<file path="config.mk">
export PLATFORM = sky130hd
export DESIGN_NAME = clk_div_monitor
export DESIGN_NICKNAME = d
export VERILOG_FILES = /design/src/rtl/clk_div_monitor.sv
export SDC_FILE = /design/constraint.sdc
export NUM_CORES = 1
export LEC_CHECK = 0
export ABC_AREA = 1
export CAP_MARGIN = 5
export CELL_PAD_IN_SITES_DETAIL_PLACEMENT = 0
export CELL_PAD_IN_SITES_GLOBAL_PLACEMENT = 1
export CORE_ASPECT_RATIO = 0.6
export CORE_MARGIN = 2
export CORE_UTILIZATION = 42
export CTS_CLUSTER_SIZE = 16
export DETAILED_ROUTE_END_ITERATION = 7
export PLACE_DENSITY = 0.91
export SYNTH_ARGS = -nofsm -noshare
export SYNTH_HDL_FRONTEND = slang
export SYNTH_SLANG_ARGS = --single-unit
export TNS_END_PERCENT = 50
</file>
<file path="constraint.sdc">
create_clock -name clk_in -period 5.53 [get_ports clk_in]
set_clock_uncertainty 0.2 [all_clocks]
set_input_delay 1.106 -clock clk_in [delete_from_list [all_inputs] [get_ports clk_in]]
set_output_delay 1.106 -clock clk_in [all_outputs]
set_load 0.005 [all_outputs]
</file>
<file path="src/rtl/clk_div_monitor.sv">
// clk_div_monitor: clock-health monitor for a divided clock sampled as data in the source domain.
// Synchronises div_clk, emits rise/fall pulses, measures the rise-to-rise period,
// declares lock after LOCK_CNT consecutive periods equal to exp_period, and raises
// a sticky err on a mismatch while locked or on a stalled divided clock.
// Ports:
//   clk_in       - source clock, all logic on posedge
//   rst_n        - asynchronous active-low reset
//   div_clk      - divided clock under test (asynchronous data input)
//   exp_period   - expected period in clk_in cycles, sampled on each rising edge event
//   err_clr      - synchronous clear of err (a simultaneous new error wins)
//   rise_pulse   - one-cycle pulse per div_clk rising edge
//   fall_pulse   - one-cycle pulse per div_clk falling edge
//   period       - last measured period, held between updates
//   period_valid - one-cycle pulse when period updates
//   locked       - period stable and equal to exp_period
//   err          - sticky error flag
module clk_div_monitor #(
    parameter int unsigned SYNC_STAGES = 2,
    parameter int unsigned CNT_W       = 8,
    parameter int unsigned LOCK_CNT    = 4,
    parameter int unsigned TIMEOUT     = 255
) (
    input  logic             clk_in,
    input  logic             rst_n,
    input  logic             div_clk,
    input  logic [CNT_W-1:0] exp_period,
    input  logic             err_clr,
    output logic             rise_pulse,
    output logic             fall_pulse,
    output logic [CNT_W-1:0] period,
    output logic             period_valid,
    output logic             locked,
    output logic             err
);

    localparam int unsigned MATCH_W = 4;

    typedef enum logic [1:0] {
        IDLE,
        MEASURE,
        LOCKED
    } state_t;

    state_t               state_q, state_d;
    logic [SYNC_STAGES-1:0] sync_q;
    logic                 prev_q;
    logic [CNT_W-1:0]     cnt_q, cnt_d;
    logic [MATCH_W-1:0]   match_q, match_d;
    logic [CNT_W-1:0]     period_d;
    logic                 period_valid_d;
    logic                 locked_d;
    logic                 err_d;
    logic                 err_set;

    logic                 sync_out;
    logic                 rise_ev;
    logic                 fall_ev;
    logic [CNT_W-1:0]     cnt_inc;
    logic [MATCH_W-1:0]   match_inc;
    logic                 period_match;
    logic                 timeout_hit;

    assign sync_out     = sync_q[SYNC_STAGES-1];
    assign rise_ev      = sync_out & ~prev_q;
    assign fall_ev      = ~sync_out & prev_q;
    // cnt never exceeds TIMEOUT-1, so the increment cannot wrap
    assign cnt_inc      = cnt_q + CNT_W'(1);
    assign match_inc    = match_q + MATCH_W'(1);
    assign period_match = (cnt_inc == exp_period);
    assign timeout_hit  = (cnt_inc == CNT_W'(TIMEOUT));

    // Next-state and next-output logic
    always_comb begin
        state_d        = state_q;
        cnt_d          = cnt_q;
        match_d        = match_q;
        period_d       = period;
        period_valid_d = 1'b0;
        locked_d       = locked;
        err_set        = 1'b0;

        case (state_q)
            IDLE: begin
                cnt_d = '0;
                if (rise_ev) begin
                    match_d = '0;
                    state_d = MEASURE;
                end
            end
            MEASURE, LOCKED: begin
                if (rise_ev) begin
                    // A rising edge coinciding with the timeout still counts as a period
                    period_d       = cnt_inc;
                    period_valid_d = 1'b1;
                    cnt_d          = '0;
                    if (period_match) begin
                        if (state_q == MEASURE) begin
                            match_d = match_inc;
                            if (match_inc == MATCH_W'(LOCK_CNT)) begin
                                state_d  = LOCKED;
                                locked_d = 1'b1;
                            end
                        end
                    end else begin
                        match_d = '0;
                        if (state_q == LOCKED) begin
                            err_set  = 1'b1;
                            locked_d = 1'b0;
                            state_d  = MEASURE;
                        end
                    end
                end else if (timeout_hit) begin
                    err_set  = 1'b1;
                    locked_d = 1'b0;
                    cnt_d    = '0;
                    match_d  = '0;
                    state_d  = IDLE;
                end else begin
                    cnt_d = cnt_inc;
                end
            end
            default: begin
                state_d = IDLE;
            end
        endcase

        // New error takes priority over the clear
        err_d = err_set | (err & ~err_clr);
    end

    // State, synchroniser and output registers
    always_ff @(posedge clk_in or negedge rst_n) begin
        if (!rst_n) begin
            state_q      <= IDLE;
            sync_q       <= '0;
            prev_q       <= 1'b0;
            cnt_q        <= '0;
            match_q      <= '0;
            rise_pulse   <= 1'b0;
            fall_pulse   <= 1'b0;
            period       <= '0;
            period_valid <= 1'b0;
            locked       <= 1'b0;
            err          <= 1'b0;
        end else begin
            state_q      <= state_d;
            sync_q       <= {sync_q[SYNC_STAGES-2:0], div_clk};
            prev_q       <= sync_out;
            cnt_q        <= cnt_d;
            match_q      <= match_d;
            rise_pulse   <= rise_ev;
            fall_pulse   <= fall_ev;
            period       <= period_d;
            period_valid <= period_valid_d;
            locked       <= locked_d;
            err          <= err_d;
        end
    end

endmodule

</file>
==> out/metrics.yaml <==
die:
  core_sq_mm: 0.004121
  die_y_microns: 54.74
  pin_count: 25
  die_w_microns: 88.56
  die_area_sq_mm: 0.004847
  fp-row-count: 18
  initial_core_util: 0.4372
global_route:
  grt_first_pass_wirelength_microns: 6927
  grt_pass1_vias: 1440
  gr-total-overflow: 0
  antenna_found_initial: 0
  track_usage: 0.1974
  grt_max_degree: 31
detailed_routing:
  routed_wl_microns: 4123
  drc_errors: 0
  dr.pass1.iters: 4
  ant_nets: 0
  first_iter_violations: 104
  vias: 1623
  vias_per_cell: 4.903
  avgRoutedWirePerCell_microns: 12.46
flow_run:
  max_cap_viol_count: 0
finish:
  diodes: 0
  nFillCells: 386
  syn2layout_area_growth_pct: 25.42
  drive_above_1_share: 0.1070
  layout.nets: 290
power:
  p_per_area_mw_per_mm2: 327.9
  p_int_uw: 514.9
  power_uw: 740.9
  combPwrFrac: 0.260
  pwr-share-clk: 0.377
  cellLeakagePower_nw: 1.071
  switching_power_uw: 226.0
  pwr-share-seq: 0.363
  switching_share: 0.3050
  vdd_drop_max_uv: 126.5
worst_setup_path:
  worstRegToRegCells: 12
  critPathMaxFanout: 4
  worstPathRequired_ps: 5510
  cpMostUsedCell: "nand2_1"
  critPathLaunchType: "input pin"
  r2r_start: "cnt_q[0]$_DFFE_PN0P_"
  r2r_end: "state_q[1]$_DFFE_PN0P_"
  reg2reg_slack_ps: 3080
  path_buf_inv: 2
  cp_top_family: "simple AND/OR/NAND/NOR gates"
  max_stage_delay_ps: 470
  critPathSlowestCell: "clkdlybuf4s50_1"
  crit_chain: "clkdlybuf4s50_1 -> xor2_1 -> nand2_1 -> nor2_1 -> nand2_1 -> nor2_1 -> nand4_1 -> nand2_2 -> inv_2 -> nand3_1 -> nand2_1"
  cp-end-kind: "flip-flop"
  criticalPathCategory: "input pin to flip-flop"
  cp.arrival_ps: 2690
sta:
  timing.slew.headroom: 0.6990
  hold_viol_final: 0
  setup-tns-final_ps: 0
  rsz0062_at_grt: "no"
  finalMaxSlewViolations: 0
  max_freq_mhz: 368.9
  post-route-period-util: 0.4902
  finalCriticalPeriod_ps: 2711
  finalSetupViolCount: 0
  worst_slew_pin_slew_ps: 451.1
clock_network:
  cts_hold_buf: 0
  root_buffer: "clkbuf_8"
  h-tree-depth: 2
  numCtsBuffers: 5
  postCtsSetupBuffers: 0
  clockBufferDepth: 2
  ctsResizeCount: 0
  cts_tree: "done"
  cts.sinks: 30
  path_clk_slew_ps: 70
  clk-insertion-delay-late_ps: 290
placement:
  hpwl_microns: 3136
  finalWeightedCongestion: 0.7875
  port_buffers: 24
yosys:
  netlist_area_sq_mm: 0.001802
  async_flop_share: 1.000
  syn_area_per_cell_sq_um: 7.507
  synth_top_area_frac: 0.4167
  synth.area.top_cells: "dfrtp_1, nand2_1, nand3_1, inv_1, ha_1"
  syn-num-nets: 260
  yosys_warnings: 0
  synth_cell_types: 25
  seq_area_frac_synth: 0.4167
  synth_top_cell_by_area: "dfrtp_1"
  ys.flop_type: "dfrtp_1"
  syn_inst: 240
  yosys_register_bits: 30
  synth_edf_count: 0
worst_hold_path:
  hold_start: "sync_q[0]$_DFF_PN0_"
  hold_class: "flip-flop to flip-flop"
  hold_path_end: "sync_q[1]$_DFF_PN0_"
  hold_path_depth: 0
run_status:
  status: "finished clean"
[logic make-up (layout without fill, tap and decap cells)]
group / count (synthesis) / after routing / share of synthesized area
flops: 30 / 30 / 0.4167
compound gates: 22 / 22 / 0.06597
fa+ha+maj: 8 / 8 / 0.05556
simple gates: 141 / 141 / 0.3695
buf+inv: 35 / 66 / 0.07291
xor+xnor: 4 / 4 / 0.01945
[synthesized netlist by cell type (3+ instances only)]
cell / n
nand2_1: 72
nand3_1: 31
dfrtp_1: 30
inv_1: 29
nor2_1: 13
o21ai_0: 12
ha_1: 8
nand2_2: 6
nor2_2: 6
nand4_1: 5
inv_2: 3
o21ai_1: 3
o22ai_1: 3
[sequential cells by signal, indices dropped and copies added (netlist names), 2 cells and up]
register	flops
sync_q	2
cnt_q	8
state_q	2
match_q	4
period	8
[layout by cell type (no fill, tap or decap), types with 5 or more instances in the layout]
cell             netlist  routed
clkbuf_8               0       6
clkdlybuf4s50_1        0      24
dfrtp_1               30      30
ha_1                   8       8
inv_1                 29      29
nand2_1               72      72
nand2_2                6       6
nand3_1               31      31
nand4_1                5       5
nor2_1                13      13
nor2_2                 6       6
o21ai_0               12      12
[per-layer routing]
layer / vias to the layer above / track usage / wire length, microns
li1: 830 / - / -
met1: 736 / 0.2995 / 2307
met2: 50 / 0.2669 / 1472
met3: 7 / 0.04525 / 274
met4: 0 / 0.07576 / 68
met5: - / 0 / 0
[how the worst max path moves through the flow]
| stage | to | slack [ps] | startpoint | depth (start not counted) |
|---|---|---|---|---|
| after floorplan | match_q[0]$_DFFE_PN0P_ | 3180 | exp_period[1] | 10 |
| after global placement | match_q[2]$_DFFE_PN0P_ | 2540 | exp_period[0] | 11 |
| after detailed placement | state_q[1]$_DFFE_PN0P_ | 2530 | exp_period[0] | 9 |
| after CTS | match_q[0]$_DFFE_PN0P_ | 2830 | exp_period[0] | 11 |
| after global routing | state_q[1]$_DFFE_PN0P_ | 2660 | exp_period[1] | 9 |
| final | match_q[3]$_DFFE_PN0P_ | 2820 | exp_period[0] | 11 |
[per-stage QoR]
| step | instances | util | worst slack (ps) | instance area (sq um) | hold slack (ps) |
|---|---|---|---|---|---|
| 6_report | 331 | 0.5483 | 2819 | 2260 | 151.2 |
| 5_1_grt | 331 | 0.5483 | 2660 | 2260 | 162.6 |
| 3_3_place_gp | 323 | 0.5137 | 2540 | 2117 | 132.5 |
| 2_1_floorplan | 240 | - | 3178 | 1802 | 131.2 |
| 4_1_cts | 331 | 0.5483 | 2826 | 2260 | 153.4 |
| 3_5_place_dp | 323 | 0.5137 | 2532 | 2117 | 139.3 |
[power by group through the flow]
stage / registers, mW / clock network, mW / logic, mW
6_report: 0.269 / 0.280 / 0.192
5_1_grt: 0.273 / 0.293 / 0.217
4_1_cts: 0.269 / 0.283 / 0.193
3_5_place_dp: 0.272 / 0 / 0.192
3_3_place_gp: 0.272 / 0 / 0.191
2_1_floorplan: 0.269 / 0 / 0.121
[cell type report]
class,count,area [sq um],area share
multi-input cells,175,919.6,0.4070
clock buffers,6,82.58,0.03654
inverters,33,123.9,0.05482
well taps,60,75.07,0.03322
clock inverters,2,60.06,0.02658
flip-flops and latches,30,750.7,0.3322
repair buffers,25,247.7,0.1096
No activity file was read; power rests on OpenSTA's default activity.
